$ cat config.mk
export PLATFORM = sky130hd
export DESIGN_NAME = pipelined_rca
export DESIGN_NICKNAME = d
export VERILOG_FILES = /design/src/rtl/pipelined_rca.sv
export SDC_FILE = /design/constraint.sdc
export NUM_CORES = 1
export LEC_CHECK = 0
export ABC_CLOCK_PERIOD_IN_PS = 2300
export CAP_MARGIN = 0
export CORE_UTILIZATION = 55
export CTS_CLUSTER_DIAMETER = 100
export DETAILED_ROUTE_END_ITERATION = 12
export PLACE_DENSITY = 0.79
export SYNTH_ARGS = -nofsm -noshare
export SYNTH_HDL_FRONTEND = slang
export SYNTH_SLANG_ARGS = --single-unit
$ cat constraint.sdc
create_clock -name clk -period 2.3 [get_ports clk]
set_input_delay 0.46 -clock clk [delete_from_list [all_inputs] [get_ports clk]]
set_output_delay 0.46 -clock clk [all_outputs]
set_load 0.02 [all_outputs]
$ cat src/rtl/pipelined_rca.sv
// Pipelined ripple-carry adder: WIDTH bits split into STAGES chunks, one chunk per register stage.
// Optional subtract support is compiled in with `define RCA_SUB_EN.
module pipelined_rca #(
    parameter int WIDTH  = 16,
    parameter int STAGES = 4
) (
    input  logic             clk,
    input  logic             rst_n,
    input  logic             in_valid,
    output logic             in_ready,
    input  logic [WIDTH-1:0] in0,
    input  logic [WIDTH-1:0] in1,
    input  logic             cin,
`ifdef RCA_SUB_EN
    input  logic             sub,
`endif
    output logic             out_valid,
    input  logic             out_ready,
    output logic [WIDTH-1:0] out,
    output logic             cout,
    output logic             ovf
);

    localparam int CW = WIDTH / STAGES;

    logic [STAGES-1:0] vld_q, vld_d;
    logic [STAGES-1:0] carry_q, carry_d;
    logic [WIDTH-1:0]  a_q   [STAGES];
    logic [WIDTH-1:0]  a_d   [STAGES];
    logic [WIDTH-1:0]  b_q   [STAGES];
    logic [WIDTH-1:0]  b_d   [STAGES];
    logic [WIDTH-1:0]  sum_q [STAGES];
    logic [WIDTH-1:0]  sum_d [STAGES];
    logic              ovf_q, ovf_d;
    logic              adv;
    logic [WIDTH-1:0]  b_ent;
    logic              c_ent;

    // Subtraction is folded into the B operand and carry at acceptance, so only operands travel.
`ifdef RCA_SUB_EN
    assign b_ent = sub ? ~in1 : in1;
    assign c_ent = sub ? 1'b1 : cin;
`else
    assign b_ent = in1;
    assign c_ent = cin;
`endif

    assign adv       = !(vld_q[STAGES-1] && !out_ready);
    assign in_ready  = adv;
    assign out_valid = vld_q[STAGES-1];
    assign out       = sum_q[STAGES-1];
    assign cout      = carry_q[STAGES-1];
    assign ovf       = ovf_q;

    always_comb begin
        logic [WIDTH-1:0] a_src;
        logic [WIDTH-1:0] b_src;
        logic [WIDTH-1:0] s_src;
        logic             c_src;
        logic             v_src;
        logic [CW:0]      tot;
        int               p;

        a_src   = '0;
        b_src   = '0;
        s_src   = '0;
        c_src   = 1'b0;
        v_src   = 1'b0;
        tot     = '0;
        p       = 0;
        vld_d   = vld_q;
        carry_d = carry_q;
        ovf_d   = ovf_q;
        for (int s = 0; s < STAGES; s++) begin
            a_d[s]   = a_q[s];
            b_d[s]   = b_q[s];
            sum_d[s] = sum_q[s];
        end

        if (adv) begin
            for (int s = 0; s < STAGES; s++) begin
                p     = (s == 0) ? 0 : s - 1;
                a_src = a_q[p];
                b_src = b_q[p];
                s_src = sum_q[p];
                c_src = carry_q[p];
                v_src = vld_q[p];
                if (s == 0) begin
                    a_src = in0;
                    b_src = b_ent;
                    s_src = '0;
                    c_src = c_ent;
                    v_src = in_valid;
                end
                tot = {1'b0, a_src[s*CW +: CW]} + {1'b0, b_src[s*CW +: CW]} + {{CW{1'b0}}, c_src};
                vld_d[s] = v_src;
                // Stage 0 data only loads on a real beat so outputs never pick up undriven operands.
                if (s != 0 || in_valid) begin
                    a_d[s]              = a_src;
                    b_d[s]              = b_src;
                    sum_d[s]            = s_src;
                    sum_d[s][s*CW +: CW] = tot[CW-1:0];
                    carry_d[s]          = tot[CW];
                    if (s == STAGES - 1)
                        ovf_d = tot[CW] ^ (a_src[WIDTH-1] ^ b_src[WIDTH-1] ^ tot[CW-1]);
                end
            end
        end
    end

    always_ff @(posedge clk or negedge rst_n) begin
        if (!rst_n) begin
            vld_q   <= '0;
            carry_q <= '0;
            ovf_q   <= 1'b0;
            for (int s = 0; s < STAGES; s++) begin
                a_q[s]   <= '0;
                b_q[s]   <= '0;
                sum_q[s] <= '0;
            end
        end else begin
            vld_q   <= vld_d;
            carry_q <= carry_d;
            ovf_q   <= ovf_d;
            for (int s = 0; s < STAGES; s++) begin
                a_q[s]   <= a_d[s];
                b_q[s]   <= b_d[s];
                sum_q[s] <= sum_d[s];
            end
        end
    end

endmodule

==> results.yml, run 1 <==
drt:
  vias_per_cell: 4.975
  avgRoutedWirePerCell_um: 12.56
  drt-total-wl_mm: 6.948
  drtAntennaViolNets: 0
  drt_first_pass_iters: 4
  num_vias: 2751
  drc: 0
  drt_iter0_markers: 134
grt:
  grt_pass1_wl_mm: 12.70
  grt_pass1_vias: 2776
  grt_start_max_net_pins: 64
  antenna_found_initial: 0
  track_usage: 0.1940
  overflow: 0
cells_and_area:
  drive_above_1_share: 0.1079
  multi_input_area_mm2: 0.001637
  nNetsFinal: 507
  final_util: 0.6845
  area_growth_syn_to_layout_pct: 17.38
  n_antenna_cell: 0
  fillers: 563
  regArea_mm2: 0.002427
clocking:
  post-cts-setup-buffer-count: 0
  cts_buffer_depth: 2
  cts_sinks: 97
  htree_levels: 3
  root_buffer: "clkbuf_8"
  insertion_delay_ns: 0.35
  cts_made_buffers: 9
  path_clk_slew_ns: 0.09
  tritoncts: "yes"
  cts_resized: 0
  cts-hold-fix-buffers: 0
yosys:
  ys_top_cells_by_count: "168 x nand2_1, 97 x dfrtp_1, 21 x mux2_4, 16 x buf_4, 14 x a21oi_1"
  synth.largest_area_cell: "dfrtp_1"
  synth_warnings: 0
  syn_inst: 410
  synth_area_mm2: 0.004320
  yosys-top-cells-area: "dfrtp_1 56%, nand2_1 15%, mux2_4 7.3%, fa_1 3.7%, ha_1 3.5%"
  syn_nets: 467
  synth_enable_flop_cells: 0
  seq_area_frac_synth: 0.5618
  yosysMostFrequentCell: "nand2_1"
  synth_ff_type: "dfrtp_1"
  syn_area_per_cell_um2: 10.54
  async_flop_share: 1.000
  ys_seq_elements: 97
  ys_types: 21
  synth_top_area_share: 0.5618
critical_path:
  startpoint_type: "input port"
  cp_common_cell: "clkdlybuf4s50_1"
  worstSetupEndpointType: "output pin"
  crit_fanout: 4
  arrival_ns: 1.71
  cp.required_ns: 1.84
  worstPathCellList: "clkdlybuf4s50_1, nor2b_4, inv_8, clkdlybuf4s50_1"
  max_stage_delay_ns: 0.54
  worst_path_max_delay_cell: "clkdlybuf4s50_1"
  path_class: "input port to output pin"
sta:
  slew_headroom: 0.6002
  fin_crit_ns: 2.169
  final-max-slew-violation-count: 0
  rsz0062_at_grt: "no"
  clock.fmax_mhz: 461.1
  finalCritPeriodShare: 0.9429
  tightestPinTransition_ns: 0.5997
  skew_ns: 0.007914
  setup_viol: 0
  hold_viol_final: 0
  fin_setup_tns_ns: 0
place:
  port_buffers: 56
  dp_hpwl_mm: 4.798
  routabilityCongestion: 0.7816
flow_run:
  drv_cap: 0
run_status:
  status: "complete, no violations"
floorplanning:
  die_w_um: 90.63
  start_util: 0.5832
  die-area_mm2: 0.008214
  die_h_um: 90.63
  core_area_mm2: 0.007408
  io_pins: 57
  rows: 31
worst_hold_path:
  worstHoldPathType: "input port to asynchronous set/reset pin"
power:
  p_leak_nw: 2.552
  max-vdd-ir-drop_mv: 0.5300
  powerDensity_mw_per_mm2: 1292
flip-flops by register name, indices dropped and copies added (netlist names):
register,flops
a_q,24
b_q,24
sum_q,24
out,16
carry_q,4
vld_q,4
ovf,1
metrics by stage:
stage / power [W] / worst slack [ns] / hold WS, ns / instance area [µm²] / instances
2_1_floorplan: 0.004840 / 0.3650 / 0.1644 / 4320 / 410
3_3_place_gp: 0.005382 / 0.1411 / 0.4428 / 4877 / 538
3_5_place_dp: 0.005517 / 0.08897 / 0.4546 / 4877 / 538
4_1_cts: 0.006605 / 0.1259 / 0.1237 / 5071 / 553
5_1_grt: 0.007097 / 0.1098 / 0.1537 / 5071 / 553
6_report: 0.006550 / 0.1313 / 0.1048 / 5071 / 553
metal layers:
layer,GRT usage,vias to the layer above,part of all wire
li1,-,1357,-
met1,0.2753,1319,0.49
met2,0.3018,64,0.46
met3,0.03283,11,0.034
met4,0.07258,0,0.019
met5,0,-,0
final cells by class:
type | count | share of cell area
Clock buffer | 10 | 0.02517
Clock inverter | 5 | 0.01308
Inverter | 11 | 0.009623
Multi-Input combinational cell | 269 | 0.3227
Sequential cell | 97 | 0.4787
Tap cell | 99 | 0.02443
Timing Repair Buffer | 62 | 0.1263
cells in the final DEF (no fill, tap or decap), types with 6 or more instances in the layout:
cell               n
nor2_1            10
fa_1               8
nand2_1          168
xor2_1             7
a21oi_1           14
dfrtp_1           97
mux2_4            21
a21o_1             6
clkbuf_8           9
o21ai_0           12
clkdlybuf4s50_1   55
inv_1             10
ha_1              12
kinds of logic after synthesis:
group	Yosys count	share of synthesized area
compound gates	32	0.04054
xor+xnor	9	0.01825
fa+ha+maj	20	0.07182
buf+inv	44	0.06111
flops	97	0.5618
mux	25	0.08340
simple gates	183	0.1630
final timing paths:
check | start | to | slack (ns) | depth (start not counted)
setup / recovery | out_ready | in_ready | 0.13 | 4
hold / removal | rst_n | carry_q[0] | 0.10 | 1
setup reg to reg | carry_q[2] | ovf | 0.25 | 6
hold reg to reg | out[1] | out[1] | 0.47 | 2
max in group asynchronous | rst_n | carry_q[2] | 1.53 | 2
min in group clk | out[1] | out[1] | 0.47 | 2
power breakdown:
group / internal (W) / switching (W) / leakage, nW
clock network: 0.000509 / 0.000576 / 0.0945
registers: 0.00246 / 0.000427 / 1.16
logic: 0.00125 / 0.00134 / 1.30
critical path: cells and delay by family:
| family | cells | cell delay (ns) |
|---|---|---|
| AND/OR/NAND/NOR | 1 | 0.21 |
| buffers and inverters | 3 | 1.04 |
Power figures use the tool's default switching activity.
==> run 2, diff against run 1 <==
Settings changed: CORE_MARGIN from default to 5, SLEW_MARGIN from default to 20.
==> results.yml, run 2 (synthesis results as in run 1) <==
sta:
  setup_viol: 0
  rsz0062_at_grt: "no"
  skew_ns: 0.01000
  fin_crit_ns: 2.180
  fin_setup_tns_ns: 0
  slew_headroom: 0.5717
  tightestPinTransition_ns: 0.6425
  hold_viol_final: 0
  final-max-slew-violation-count: 0
  finalCritPeriodShare: 0.9480
  clock.fmax_mhz: 458.6
power:
  max-vdd-ir-drop_mv: 0.4994
  p_leak_nw: 2.563
  powerDensity_mw_per_mm2: 1303
run_status:
  status: "complete, no violations"
clocking:
  insertion_delay_ns: 0.35
  cts_resized: 0
  cts_sinks: 97
  htree_levels: 3
  post-cts-setup-buffer-count: 0
  tritoncts: "yes"
  cts_buffer_depth: 2
  path_clk_slew_ns: 0.09
  cts-hold-fix-buffers: 0
  cts_made_buffers: 9
  root_buffer: "clkbuf_8"
grt:
  overflow: 0
  grt_start_max_net_pins: 64
  grt_pass1_vias: 2915
  antenna_found_initial: 0
  track_usage: 0.1698
  grt_pass1_wl_mm: 13.46
critical_path:
  crit_fanout: 4
  startpoint_type: "input port"
  worstSetupEndpointType: "output pin"
  arrival_ns: 1.72
  path_class: "input port to output pin"
  cp.required_ns: 1.84
worst_hold_path:
  worstHoldPathType: "input port to asynchronous set/reset pin"
drt:
  drt-total-wl_mm: 7.486
  vias_per_cell: 4.878
  avgRoutedWirePerCell_um: 13.39
  drtAntennaViolNets: 0
  drt_iter0_markers: 144
  num_vias: 2727
  drc: 0
  drt_first_pass_iters: 4
place:
  routabilityCongestion: 0.7509
  port_buffers: 56
  dp_hpwl_mm: 5.285
floorplanning:
  start_util: 0.5620
  core_area_mm2: 0.007687
  die-area_mm2: 0.009728
  io_pins: 57
  die_w_um: 98.63
  rows: 32
  die_h_um: 98.63
cells_and_area:
  fillers: 612
  reg.largest.list: "a_q x24, b_q x24, sum_q x24"
  regArea_mm2: 0.002427
  layout_commonest_cell: "nand2_1"
  area_growth_syn_to_layout_pct: 17.69
  n_antenna_cell: 0
  drive_above_1_share: 0.1138
  nNetsFinal: 509
  multi_input_area_mm2: 0.001637
  final_util: 0.6615
  final_cell_mix: "168 x nand2_1, 97 x dfrtp_1, 55 x clkdlybuf4s50_1"
flow_run:
  drv_cap: 0
run 2: cell types whose count changed in the layout (fill, tap and decap cells not counted):
cell / previous run / this run
buf_4: 4 / 7
clkbuf_8: 9 / 10
buf_12: 3 / 2
inv_8: 2 / 1
clkinv_2: 0 / 1
inv_6: 0 / 2
clkinv_4: 2 / 0
run 2: final timing paths:
| check | endpoint | depth (start not counted) | start | slack [ns] |
|---|---|---|---|---|
| worst max-delay path | in_ready | 4 | out_ready | 0.12 |
| worst min-delay path | a_q[52] | 1 | rst_n | 0.12 |
| worst max register to register | ovf | 6 | carry_q[2] | 0.26 |
| worst min register to register | vld_q[2] | 2 | vld_q[2] | 0.47 |
| max in group asynchronous | sum_q[48] | 2 | rst_n | 1.47 |
| min in group clk | vld_q[2] | 2 | vld_q[2] | 0.47 |
run 2: area by class of cell:
class	instances	area share
multi-input cells	269	0.3219
clock buffers	11	0.02781
inverters	11	0.009596
repair buffers	64	0.1265
flip-flops and latches	97	0.4774
well taps	102	0.02510
clock inverters	5	0.01181
run 2: metrics by stage:
stage               power (W)  hold WS [ns]  std cells  setup slack [ns]  area, µm²
finish               0.006625        0.1241        559            0.1196       5085
global route         0.007190        0.1752        559           0.07260       5085
CTS                  0.006697        0.1399        559            0.1032       5085
detailed placement   0.005553        0.4514        543           0.05480       4883
global placement     0.005382        0.4414        543            0.1129       4883
floorplan            0.004840        0.1644        410            0.3650       4320
run 2: power breakdown:
part	switching, W	internal, W	leakage (nW)	total (W)
registers	0.000430	0.00246	1.16	0.00289
logic	0.00137	0.00126	1.30	0.00262
clock network	0.000577	0.000539	0.100	0.00112
run 2: routing by layer:
metal	up-vias	GRT usage	share of wire
met3	10	0.02406	0.044
met5	-	0	0
met1	1296	0.2379	0.45
li1	1358	-	-
met4	0	0.07353	0.018
met2	63	0.2668	0.48
run 2: critical path, stage by stage:
cell             delay [ns]
clkdlybuf4s50_1        0.51
nor2b_4                0.07
inv_8                  0.06
clkdlybuf4s50_1        0.61
